File: src/rtl/pattern_stream_gen.sv
// rtl/pattern_stream_gen.sv - AXI4-Stream video test-pattern source with frame/line markers
module pattern_stream_gen #(
    parameter int H_RES      = 640,
    parameter int V_RES      = 480,
    parameter int PPC        = 1,
    parameter int CHECK_LOG2 = 3
) (
    input  logic                 out_stream_aclk,
    input  logic                 periph_reset,
    input  logic                 cfg_enable,
    input  logic [1:0]           cfg_mode,
    input  logic [23:0]          cfg_color,
    output logic [32*PPC-1:0]    out_stream_tdata,
    output logic [4*PPC-1:0]     out_stream_tkeep,
    output logic                 out_stream_tlast,
    output logic                 out_stream_tuser,
    output logic                 out_stream_tvalid,
    input  logic                 out_stream_tready,
    output logic                 frame_done,
    output logic [15:0]          frame_count,
    output logic                 busy
);

    localparam int XBEATS = H_RES / PPC;
    localparam int XBW    = (XBEATS > 1) ? $clog2(XBEATS) : 1;
    localparam int YW     = (V_RES > 1) ? $clog2(V_RES) : 1;
    localparam logic [XBW-1:0] X_LAST = XBW'(XBEATS - 1);
    localparam logic [YW-1:0]  Y_LAST = YW'(V_RES - 1);

    typedef enum logic {IDLE, RUN} state_t;

    state_t            state_q, state_d;
    logic [XBW-1:0]    x_q, x_d;
    logic [YW-1:0]     y_q, y_d;
    logic [1:0]        mode_q, mode_d;
    logic [23:0]       color_q, color_d;
    logic [15:0]       count_d;
    logic              done_d;
    logic              load;
    logic [32*PPC-1:0] data_d;

    function automatic logic [31:0] pixel(input logic [15:0] px, input logic [15:0] py,
                                          input logic [1:0] mode, input logic [23:0] color,
                                          input logic [7:0] fid);
        logic [15:0] chk;
        chk = (px >> CHECK_LOG2) ^ (py >> CHECK_LOG2);
        case (mode)
            2'd0:    pixel = {8'h00, color};
            2'd1:    pixel = {8'h00, px[7:0], px[7:0], px[7:0]};
            2'd2:    pixel = chk[0] ? {8'h00, color} : 32'h0;
            default: pixel = {8'h00, fid, py[7:0], px[7:0]};
        endcase
    endfunction

    // RUN always has tvalid high, so tready alone marks a handshake there.
    always_comb begin
        state_d = state_q;
        x_d     = x_q;
        y_d     = y_q;
        mode_d  = mode_q;
        color_d = color_q;
        count_d = frame_count;
        done_d  = 1'b0;
        load    = 1'b0;
        case (state_q)
            IDLE: begin
                if (cfg_enable) begin
                    state_d = RUN;
                    mode_d  = cfg_mode;
                    color_d = cfg_color;
                    x_d     = '0;
                    y_d     = '0;
                    load    = 1'b1;
                end
            end
            RUN: begin
                if (out_stream_tready) begin
                    if (x_q == X_LAST) begin
                        x_d = '0;
                        if (y_q == Y_LAST) begin
                            done_d  = 1'b1;
                            count_d = frame_count + 16'd1;
                            y_d     = '0;
                            if (cfg_enable) begin
                                mode_d  = cfg_mode;
                                color_d = cfg_color;
                                load    = 1'b1;
                            end else begin
                                state_d = IDLE;
                            end
                        end else begin
                            y_d  = y_q + 1'b1;
                            load = 1'b1;
                        end
                    end else begin
                        x_d  = x_q + 1'b1;
                        load = 1'b1;
                    end
                end
            end
            default: state_d = IDLE;
        endcase

        data_d = '0;
        for (int i = 0; i < PPC; i++) begin
            data_d[32*i +: 32] = pixel(16'(x_d) * 16'(PPC) + 16'(i), 16'(y_d),
                                       mode_d, color_d, count_d[7:0]);
        end
    end

    always_ff @(posedge out_stream_aclk) begin
        if (periph_reset) begin
            state_q          <= IDLE;
            x_q              <= '0;
            y_q              <= '0;
            mode_q           <= '0;
            color_q          <= '0;
            frame_count      <= '0;
            frame_done       <= 1'b0;
            out_stream_tdata <= '0;
            out_stream_tlast <= 1'b0;
            out_stream_tuser <= 1'b0;
        end else begin
            state_q     <= state_d;
            x_q         <= x_d;
            y_q         <= y_d;
            mode_q      <= mode_d;
            color_q     <= color_d;
            frame_count <= count_d;
            frame_done  <= done_d;
            if (load) begin
                out_stream_tdata <= data_d;
                out_stream_tlast <= (x_d == X_LAST);
                out_stream_tuser <= (x_d == '0) && (y_d == '0);
            end else if (state_d == IDLE) begin
                out_stream_tlast <= 1'b0;
                out_stream_tuser <= 1'b0;
            end
        end
    end

    assign out_stream_tvalid = (state_q == RUN);
    assign busy              = (state_q == RUN);
    assign out_stream_tkeep  = '1;

endmodule

File: config.mk
export PLATFORM = sky130hd
export DESIGN_NAME = pattern_stream_gen
export DESIGN_NICKNAME = d
export VERILOG_FILES = /design/src/rtl/pattern_stream_gen.sv
export SDC_FILE = /design/constraint.sdc
export NUM_CORES = 1
export LEC_CHECK = 0
export ABC_AREA = 1
export CORE_ASPECT_RATIO = 1.75
export CORE_MARGIN = 2
export CORE_UTILIZATION = 50
export DETAILED_ROUTE_END_ITERATION = 16
export PLACE_DENSITY = 0.76
export SETUP_SLACK_MARGIN = 0.2
export SYNTH_ARGS = -nofsm -noshare
export SYNTH_HDL_FRONTEND = slang
export SYNTH_SLANG_ARGS = --single-unit
File: constraint.sdc
create_clock -name out_stream_aclk -period 2.6 [get_ports out_stream_aclk]
set_clock_uncertainty 0.1 [all_clocks]
set_input_delay 0.52 -clock out_stream_aclk [delete_from_list [all_inputs] [get_ports out_stream_aclk]]
set_output_delay 0.52 -clock out_stream_aclk [all_outputs]
set_load 0.005 [all_outputs]
==> flow_summary_export.csv <==
group,metric,value,unit
status,outcome,"complete, no violations",
power_and_ir_drop,total_power,3.41,mW
route,drt_iter0_drc,240,
worst_setup_path,crit_arrival,2.38,ns
worst_setup_path,required,2.73,ns
sta,rsz0062_at_grt,"yes",
worst_setup_path,rrSetupSlack,0.35,ns
global_route,grt_max_degree,36,
worst_setup_path,path_common_cell,"nor2_4",
route,drtAntennaViolNets,0,
placed_design,finalWeightedCongestion,0.896,
route,dr.pass1.iters,5,
clock_tree,cts_tree,"built",
synth,synth_seq_cells,89,
final_layout,antennaDiodeCount,0,
synth,yosysSeqAreaShare,36.5,%
worst_setup_path,cpMaxStageDelayCell,"dfxtp_4",
sta,setup_ws,0.347,ns
global_route,antenna_found_initial,0,
power_and_ir_drop,ir_drop,0.524,mV
final_layout,stdcell_count,994,
worst_setup_path,cp-start-kind,"flop",
clock_tree,cts_buffers,9,
global_route,track_usage,27.1,%
worst_setup_path,rr_startpoint,"y_q[1]",
clock_tree,cts_buffer_depth,2,
synth,yosys_warnings,0,
sta,setup_violations,0,
power_and_ir_drop,power.leakage,2.87,nW
global_route,grt_pass1_vias,4891,
worst_setup_path,crit_start,"y_q[1]",
sta,tns,0,ns
floorplan,core.rowCount,47,
placed_design,placed_cells,976,
final_layout,layout.nets,900,
power_and_ir_drop,p_per_area,526,nW/µm²
sta,drv_slew,0,
placed_design,io_buffers,74,
floorplan,die_area,10600,µm²
clock_tree,root_buffer,"clkbuf_16",
worst_setup_path,critical_path_class,"reg -> reg",
synth,syn_area,4880,µm²
placed_design,place_ws,-0.166,ns
floorplan,coreArea,9470,µm²
sta,final_hold_viol_count,0,
worst_setup_path,r2r_cells,13,
clock_tree,clkSinkCount,89,
floorplan,boundaryPins,87,
synth,avgSynthCellArea,6.46,µm²
worst_setup_path,slowest_delay,0.37,ns
floorplan,die_y,135,µm
final_layout,area_growth,32.8,%
global_route,overflow,0,
route,postRouteWirelength,14200,µm
worst_hold_path,hp-start,"out_stream_tdata[3]",
route,drc,0,
route,via_per_inst,5.05,
clock_tree,path_clk_slew,0.06,ns
run,maxCapViolCount,0,
sta,period_share,86.7,%
clock_tree,htreeDepth,3,
floorplan,start_util,51.6,%
worst_setup_path,crit_chain,"ha_4, inv_1, nor2_4, nand3_4, buf_4, nor2_4, nand2_4, nor2_4, nand2_1, nor3_2, nand4_1, o21ai_1, a21oi_1",
route,vias,5021,
placed_design,place_hpwl,10800,µm
synth,synth_cell_types,43,
worst_hold_path,worstHoldPathCells,2,
worst_setup_path,end_kind,"flop",
route,wl_per_cell,14.2,µm
global_route,grt_pass1_wl,22500,µm
sta,post-route-min-period,2.25,ns
worst_setup_path,crit_fanout,7,
clock_tree,ctsHoldBuffers,0,
worst_hold_path,whs_endpoint,"out_stream_tdata[3]",
worst_setup_path,rr_endpoint,"frame_count[15]",
sta,fmax,444,MHz
clock_tree,insertion_delay,0.34,ns
final_layout,layout-drive-gt1-share,14.3,%
final_layout,final_core_util,68.5,%
worst_hold_path,holdCritPathClass,"reg -> reg",
floorplan,die_width,78.7,µm
synth,synthCells,756,
where the power goes:
group	internal (mW)	switching [mW]	total, mW
registers	1.40	0.0227	1.43
clock network	0.964	0.532	1.50
logic	0.213	0.276	0.489
critical path, delay by kind of cell (launching register included):
kind | cells | cell delay (ns)
and+or+nand+nor | 8 | 1.09
adders and majority gates | 1 | 0.14
DFF | 1 | 0.37
AOI/OAI and AO/OA | 2 | 0.21
buffers and inverters | 2 | 0.24
routing by layer:
metal	wire length, µm	global-route usage [%]
met4	565	16.3
met2	7710	50.9
met1	5370	28.0
met5	0	0
met3	515	3.48
cell usage after synthesis (all sizes together):
cell / instances / area, µm²
a21o: 1 / 7.51
a21oi: 51 / 263
a31oi: 1 / 6.26
and2: 1 / 6.26
and3: 1 / 6.26
buf: 29 / 209
clkbuf: 12 / 45.0
clkinv: 3 / 11.3
conb: 2 / 7.51
dfxtp: 89 / 1780
ha: 3 / 37.5
inv: 105 / 394
mux2i: 1 / 10.0
nand2: 230 / 898
nand3: 56 / 335
nand3b: 1 / 7.51
nand4: 11 / 68.8
nor2: 88 / 369
nor3: 8 / 45.0
nor3b: 3 / 27.5
nor4: 1 / 6.26
o211ai: 1 / 7.51
o21a: 2 / 15.0
o21ai: 46 / 234
o21bai: 1 / 7.51
o22ai: 1 / 6.26
xnor2: 2 / 17.5
xor2: 6 / 52.6
through the flow:
stage / hold slack, ns / cell area (µm²)
6_report: 0.365 / 6490
5_1_grt: 0.381 / 6490
4_1_cts: 0.365 / 6380
3_5_place_dp: 0.355 / 5990
3_3_place_gp: 0.356 / 5990
2_1_floorplan: 0.351 / 4920
worst max-delay path by stage:
stage                            to  slack, ns
6_report            frame_count[15]       0.35
5_1_grt        out_stream_tdata[14]       0.20
3_3_place_gp   out_stream_tdata[23]      -0.13
2_1_floorplan  out_stream_tdata[18]       0.42
4_1_cts             frame_count[14]       0.20
3_5_place_dp   out_stream_tdata[23]      -0.17
final cells by class:
class	instances	area [µm²]
fill	834	2980
multi-input combinational	529	2610
sequential	89	1790
timing repair buffer	130	1180
inverter	108	405
clock buffer	11	243
tap	122	153
clock inverter	5	103
cells in the final DEF, fill, tap and decap left out, types with 12 or more instances in the layout:
master and instances:
conb_1 12, dfxtp_1 84, inv_1 100, clkdlybuf4s50_1 72, nand3_1 50, o21ai_0 39, nand2_1 214, a21oi_1 48
nor2_1 78, buf_4 54
state kept, by name, indices dropped and copies added (netlist names):
signal,count
out_stream_tdata,24
busy,1
color_q,24
y_q,9
x_q,10
out_stream_tlast,1
frame_count,16
out_stream_tuser,1
frame_done,1
mode_q,2
timing repair:
item | 4_1_cts | 5_1_grt
cloned | 1 | 0
resized for setup | 6 | 31
endpoints found under the setup margin | 19 | 32
pin swaps | 2 | 7
buffers inserted | 1 | 0
kinds of logic (layout without fill, tap and decap cells):
kind of cell	after synthesis	after routing	share of synthesized area, %
simple gates	400	401	36.3
buf+inv	149	254	13.5
compound gates	104	104	11.2
flops	89	89	36.5
xor+xnor	8	8	1.43
fa+ha+maj	3	3	0.769
other cells	2	12	0.154
mux	1	1	0.205
No activity file was read; power rests on OpenSTA's default activity.
